[config.mk]
export PLATFORM = sky130hd
export DESIGN_NAME = dmem_arbiter
export DESIGN_NICKNAME = d
export VERILOG_FILES = /design/src/rtl/dmem_arbiter.sv
export SDC_FILE = /design/constraint.sdc
export NUM_CORES = 1
export LEC_CHECK = 0
export ABC_AREA = 1
export CAP_MARGIN = 10
export CORE_MARGIN = 10
export CORE_UTILIZATION = 31
export CTS_BUF_LIST = sky130_fd_sc_hd__clkbuf_16
export CTS_CLUSTER_SIZE = 16
export DETAILED_ROUTE_END_ITERATION = 10
export PLACE_DENSITY = 0.83
export SLEW_MARGIN = 5
export SYNTH_ARGS = -nofsm -noshare
export SYNTH_HDL_FRONTEND = slang
export SYNTH_SLANG_ARGS = --single-unit
[constraint.sdc]
create_clock -name clk -period 2.11 [get_ports clk]
set_input_delay 0.211 -clock clk [delete_from_list [all_inputs] [get_ports clk]]
set_output_delay 0.211 -clock clk [all_outputs]
set_load 0.02 [all_outputs]
[src/rtl/dmem_arbiter.sv]
// dmem_arbiter: shares one data memory between the core load/store port (C)
// and a debug/loader port (D). Round-robin between the two ports, plus a
// D-side lock for multi-beat bursts. core_stall freezes the core while C waits.
// Optional feature: define ARB_TIMEOUT_EN to bound a D lock to MAX_LOCK cycles
// in LOCK_D. A forced release pulses d_err. Without the macro the lock is
// unbounded and d_err is tied low.
module dmem_arbiter #(
  parameter int ADDR_W   = 32,
  parameter int DATA_W   = 32,
  parameter int MAX_LOCK = 16
) (
  input  logic              clk,
  input  logic              rst_n,
  input  logic              c_req,
  input  logic              c_we,
  input  logic [ADDR_W-1:0] c_addr,
  input  logic [DATA_W-1:0] c_wdata,
  output logic              c_gnt,
  output logic [DATA_W-1:0] c_rdata,
  output logic              core_stall,
  input  logic              d_req,
  input  logic              d_we,
  input  logic              d_lock,
  input  logic [ADDR_W-1:0] d_addr,
  input  logic [DATA_W-1:0] d_wdata,
  output logic              d_gnt,
  output logic              d_rvalid,
  output logic [DATA_W-1:0] d_rdata,
  output logic              d_err,
  output logic [ADDR_W-1:0] mem_addr,
  output logic [DATA_W-1:0] mem_wdata,
  output logic              mem_we,
  output logic              mem_re,
  input  logic [DATA_W-1:0] mem_rdata,
  output logic [15:0]       stall_cnt
);

  typedef enum logic {ARB = 1'b0, LOCK_D = 1'b1} state_t;

  typedef struct packed {
    logic              we;
    logic [ADDR_W-1:0] addr;
    logic [DATA_W-1:0] wdata;
  } mem_req_t;

  state_t   state;
  logic     last_d;    // 1: D held the most recent grant, so C wins the next tie
  logic     c_win;
  logic     d_win;
  logic     lock_ok;   // D may enter LOCK_D on this grant
  logic     timeout;   // lock forcibly released on this edge
  mem_req_t c_rq;
  mem_req_t d_rq;
  mem_req_t sel_rq;

  assign c_rq = {c_we, c_addr, c_wdata};
  assign d_rq = {d_we, d_addr, d_wdata};

  // Grant decision. Every grant is forced low while reset is asserted.
  always_comb begin
    c_win = 1'b0;
    d_win = 1'b0;
    if (rst_n) begin
      if (state == LOCK_D) begin
        d_win = d_req;
      end else if (c_req && d_req) begin
        c_win = last_d;
        d_win = ~last_d;
      end else begin
        c_win = c_req;
        d_win = d_req;
      end
    end
  end

  // Memory-side mux. The idle cycle drives all zeros, so there is no strobe.
  always_comb begin
    sel_rq = '0;
    if (c_win)      sel_rq = c_rq;
    else if (d_win) sel_rq = d_rq;
  end

  assign c_gnt      = c_win;
  assign d_gnt      = d_win;
  assign core_stall = c_req & ~c_win;
  assign c_rdata    = mem_rdata;
  assign mem_addr   = sel_rq.addr;
  assign mem_wdata  = sel_rq.wdata;
  assign mem_we     = sel_rq.we;
  assign mem_re     = (c_win | d_win) & ~sel_rq.we;

`ifdef ARB_TIMEOUT_EN
  localparam int LCW = $clog2(MAX_LOCK);

  logic [LCW-1:0] lock_cnt;
  logic           relock_blk;  // set by a forced release, cleared once d_lock drops
  logic           d_err_q;

  assign timeout = (state == LOCK_D) && d_req && d_lock &&
                   (lock_cnt == LCW'(MAX_LOCK - 1));
  assign lock_ok = ~relock_blk;
  assign d_err   = d_err_q;

  // Lock watchdog: count the cycles spent in LOCK_D and block any re-lock after a forced release.
  always_ff @(posedge clk or negedge rst_n) begin
    if (!rst_n) begin
      lock_cnt   <= '0;
      relock_blk <= 1'b0;
      d_err_q    <= 1'b0;
    end else begin
      d_err_q <= timeout;
      if (state == LOCK_D) lock_cnt <= lock_cnt + 1'b1;
      else                 lock_cnt <= '0;
      if (timeout)      relock_blk <= 1'b1;
      else if (!d_lock) relock_blk <= 1'b0;
    end
  end
`else
  logic lock_unused;

  assign timeout     = 1'b0;
  assign lock_ok     = 1'b1;
  assign d_err       = 1'b0;
  assign lock_unused = (MAX_LOCK < 2);
`endif

  // Arbiter FSM: round-robin in ARB, exclusive D ownership in LOCK_D.
  always_ff @(posedge clk or negedge rst_n) begin
    if (!rst_n) begin
      state  <= ARB;
      last_d <= 1'b1;
    end else begin
      case (state)
        ARB: begin
          if (c_win) begin
            last_d <= 1'b0;
          end else if (d_win) begin
            last_d <= 1'b1;
            if (d_lock && lock_ok) state <= LOCK_D;
          end
        end
        LOCK_D: begin
          last_d <= 1'b1;
          if (timeout || !d_lock || !d_req) state <= ARB;
        end
        default: state <= ARB;
      endcase
    end
  end

  // Debug read response: capture the data on the grant edge and flag it for one cycle.
  always_ff @(posedge clk or negedge rst_n) begin
    if (!rst_n) begin
      d_rvalid <= 1'b0;
      d_rdata  <= '0;
    end else begin
      d_rvalid <= d_win & ~d_we;
      if (d_win && !d_we) d_rdata <= mem_rdata;
    end
  end

  // Core stall counter. It saturates and does not wrap.
  always_ff @(posedge clk or negedge rst_n) begin
    if (!rst_n)                                  stall_cnt <= '0;
    else if (core_stall && stall_cnt != 16'hFFFF) stall_cnt <= stall_cnt + 16'd1;
  end

endmodule
# Word level (Yosys, flattened, before mapping)
# Index checks and enable logic that the tools add are counted.
dict set report word_totals {
  ff_bits 51
  input_bits 167
  wordCells 40
}
dict set report classes {
  n_addsub 1
  n_eq_ne 2
  muxes 16
  bitwise 9
  n_reduce_logical 7
}
# operator n
set op_table {}
lappend op_table {{$mux 65} 2}
lappend op_table {{$add 16x1->16 const B} 1}
lappend op_table {{$ne 16x16->1 const B} 1}
lappend op_table {{$mux 1} 12}
lappend op_table {{$not 1->1} 5}
lappend op_table {{$pmux 1 s2} 2}
lappend op_table {{$and 1x1->1} 3}
lappend op_table {{$logic_and 1x1->1} 3}
lappend op_table {{$logic_not 1->1} 3}
lappend op_table {{$ne 3x3->1 const B} 1}
lappend op_table {{$logic_or 1x1->1} 1}
lappend op_table {{$or 1x1->1} 1}

# Longest topological paths before layout
dict set report logic_depth {
  word_depth 8
  ltp_mapped 9
}

# Worst setup path before layout
# No wires, ideal clock.
dict set report synth_timing {
  kind {flip-flop to flip-flop}
  from {register stall_cnt[0]}
  to {register stall_cnt[3]}
  arrival_time_ps 1512
  t_required_ps 1991
  setup_slack_ps 480
  path_stages_with_launch 10
  n_path_buf 1
  cell_sequence {dfrtp_1 > ha_1 > inv_1 > nor2_4 > nand2_2 > nor2_2 > nor2_2 > buf_6 > nand2_1 > o21ai_2}
}
dict set report synth_via {
  elab_chain_len 2
}
# element line
set synth_rtl {}
lappend synth_rtl {{start, declared} 35} ;# output logic [15:0] stall_cnt
lappend synth_rtl {{start signal, assigned} 165} ;# else if (core_stall && stall_cnt != 16'hFFFF) stall_cnt <= stall_cnt + 16'd1;
lappend synth_rtl {{parallel branches: the longest is 2 deep, another holds $add 16x1->16} -}
# Several ways; the timed one is not identified.
# A chain may end at the register's enable or synchronous reset.

# Worst setup path in the final report
dict set report layout_timing {
  from {input port c_req}
  to {output port mem_wdata[1]}
}
dict set report layout_via {
  elab_chain_len 6
}
# element line
set layout_rtl {}
lappend layout_rtl {{start, declared} 14} ;# input logic c_req,
lappend layout_rtl {{$logic_and 1x1->1} 66} ;# end else if (c_req && d_req) begin
lappend layout_rtl {{$mux 1} 66}
lappend layout_rtl {{$mux 1} 64} ;# if (state == LOCK_D) begin
lappend layout_rtl {{$mux 1} 63} ;# if (rst_n) begin
lappend layout_rtl {{$mux 65} 80} ;# else if (d_win) sel_rq = d_rq;
lappend layout_rtl {{$mux 65 *} 79} ;# if (c_win) sel_rq = c_rq;
lappend layout_rtl {{end, declared} 31} ;# output logic [DATA_W-1:0] mem_wdata,
# Mark *: on every way between the ends. The rest lies on a longest branch, timed or not.

==> impl_metrics.yaml <==
synthesis:
  synth_area_leader_cell: "dfrtp_1"
  yosysSeqAreaShare_pct: 38.2
  ys_top_cells_by_area: "dfrtp_1, nand2_1, a22o_1"
  postSynth.asyncResetShare_pct: 100
  synthCells: 423
  yosysUniqueCellTypes: 26
  syn_avg_cell_area_um2: 7.90
  yosysWarnings: 0
  synth_edf_count: 0
  synth_top_area_share_pct: 37.4
  synthesis.nets: 591
  synthesis.area_um2: 3340
  ys.flop_type: "dfrtp_1"
  ys_ff_latch: 51
routing:
  num_vias: 4129
  dr.pass1.iters: 4
  wl_per_cell_um: 22.2
  drc: 0
  vias_per_cell: 4.85
  drt_wl_total_mm: 18.9
  drt_first_iter_violations: 259
  ant_nets: 0
finish:
  layout.core_utilization_pct: 62.9
  area_delta_synth_final_pct: 96.0
  diodes: 0
  drive_gt1_share_pct: 13.3
  nets: 882
timing:
  fin_crit_ns: 2.04
  layout_setup_ws_ns: 0.0673
  hold_viol: 0
  setup_viol: 0
  fin_crit_sh_pct: 96.8
  rsz0062_at_grt: "true"
  skew_ns: 0.00579
  drv_slew: 0
  worst_pin_slew_ns: 0.622
  fmax_ghz: 0.490
  maxSlewHeadroom_pct: 58.5
clock_tree:
  clock-root-buffer: "clkbuf_16"
  clkTransAtPathRegs_ns: 0.07
  clk_path_buf_depth: 2
  clock_latency_ns: 0.28
  postCtsSetupRepairBufs: 0
  clock-sinks: 51
  cts_inserted_buffers: 5
  ctsHtreeMaxLevel: 2
  cts_tree: "yes"
power_and_ir_drop:
  power.leakage_nw: 3.04
  clkPwrFrac_pct: 20.2
  power_density_nw_per_um2: 687
  ir_drop_v: 0.000666
  intPower_mw: 2.83
  p_switching_mw: 1.67
  seqPwrFrac_pct: 30.8
  power_frac_comb_pct: 49.0
  switching_share_pct: 37.1
  power_mw: 4.50
critical_path:
  path_delay_family: "buffers and inverters"
  cp_max_fo: 17
  crit_buf_inv: 5
  crit_chain: "clkdlybuf4s50_1 > inv_1 > nor2_2 > a21oi_4 > buf_12 > buf_4 > a22o_1 > dlygate4sd2_1"
  cp-start-kind: "primary input"
  max_stage_delay_ns: 0.48
  endpoint_kind: "output port"
  worstReg2RegStart: "last_d"
  slowest_stage: "clkdlybuf4s50_1"
  crit_path_start: "c_req"
  crit_type: "in2out"
  arrival_ns: 1.83
  critPathRequiredTime_ns: 1.90
floorplan:
  die_h_um: 124
  pin_count: 318
  core_area_um2: 10400
  start_util_pct: 32.1
  num_rows: 37
  die_area_um2: 15300
  die_w_um: 124
grt:
  grt_pass1_wl_mm: 26.1
  grt_pass1_vias: 4215
  antenna_found_initial: 3
  grt_max_degree: 51
  overflow: 0
  grt_usage_pct: 22.4
status:
  outcome: "finished clean"
place:
  post-dp-hpwl_mm: 16.0
  pre_cts_slack_ns: -0.252
  place_congestion: 1.03
  numPortBuffers: 316
min_path:
  hold_path.class: "in2async"
flow_run:
  max-cap-violations: 0
-- logic make-up after synthesis --
group	Yosys count	share of synthesized area, %
xor gates and xnor gates	4	1.05
and+or+nand+nor	210	25.8
AOI/OAI and AO/OA	78	19.9
adders and majority gates	1	0.374
DFF	51	38.2
buffers and inverters	78	14.6
other	1	0.112
-- power groups by stage --
stage	logic (mW)	clock network [mW]	registers, mW
2_1_floorplan	0.761	0	1.63
3_3_place_gp	2.26	0	1.39
3_5_place_dp	2.29	0	1.40
4_1_cts	2.23	0.927	1.39
5_1_grt	2.35	0.973	1.42
6_report	2.21	0.910	1.39
-- area by class of cell --
class                      count  area [um2]
sequential                    51        1280
fill                         903        3860
clock inverter                 3        42.5
inverter                      23        88.8
tap                          136         170
timing repair buffer         339        3270
multi-input combinational    294        1580
clock buffer                   5         125
-- layout by cell type (no fill, tap or decap), drive strengths merged --
cell type,netlist,routed
dlymetal6s2s,0,1
a21oi,2,2
dlygate4sd2,0,9
nand3b,2,2
xor2,4,4
nand3,8,8
nand4,4,4
dlygate4sd3,0,1
dfstp,1,1
clkinv,0,1
clkbuf,0,39
clkdlybuf4s50,0,246
o21ai,12,12
dfrtp,50,50
ha,1,1
nand2,172,172
conb,1,1
clkdlybuf4s15,0,17
a22o,64,64
inv,23,24
buf,55,31
nor2,24,24
bufinv,0,1
-- worst paths after layout --
kind	to	slack [ns]	depth (start not counted)
worst max-delay path	mem_wdata[1]	0.07	8
max in group asynchronous	d_rdata[2]	1.59	2
min in group clk	d_rdata[31]	0.47	2
worst min register to register	d_rdata[31]	0.47	2
worst min-delay path	stall_cnt[14]	0.1	2
worst max register to register	d_rdata[23]	0.24	10
-- flip-flops by register name, indices dropped and copies added, names as in the netlist --
signal and flops:
state 1, stall_cnt 16, last_d 1, d_rvalid 1, d_rdata 32
-- stage by stage --
step / hold slack, ns / cell area, um2 / setup TNS [ns] / std cells
5_1_grt: 0.179 / 6550 / -0.00549 / 851
3_3_place_gp: 0.0180 / 6520 / -11.53 / 841
4_1_cts: 0.129 / 6630 / 0 / 850
3_5_place_dp: 0.0221 / 6520 / -12.54 / 841
2_1_floorplan: -0.0846 / 3340 / 0 / 423
6_report: 0.0981 / 6550 / 0 / 851
-- Yosys cell counts, types with 2 or more instances --
master   number
nand2_1     169
a22o_1       64
dfrtp_1      50
buf_4        39
inv_1        19
nor2_1       18
buf_2         9
nand3_1       7
o21ai_0       6
o21ai_2       6
buf_6         5
inv_2         4
nand4_1       4
xor2_1        4
nand2_2       3
nor2_2        3
nor2_4        3
buf_1         2
-- repair_timing --
| action | in CTS | in global routing |
|---|---|---|
| setup endpoints to repair | 59 | 53 |
| cloned | 0 | 1 |
| hold buffers | 1 | 0 |
| gates resized for setup | 62 | 84 |
| endpoints found under the hold margin | 1 | 0 |
-- layer usage --
| metal | global-route usage [%] | routed length, um | vias up |
|---|---|---|---|
| met2 | 40.9 | 9700 | 224 |
| met1 | 23.0 | 6620 | 1935 |
| met3 | 10.0 | 2170 | 18 |
| li1 | - | - | 1948 |
| met4 | 5.24 | 358 | 4 |
| met5 | 0 | 34 | - |
(Power assumes the default switching activity.)
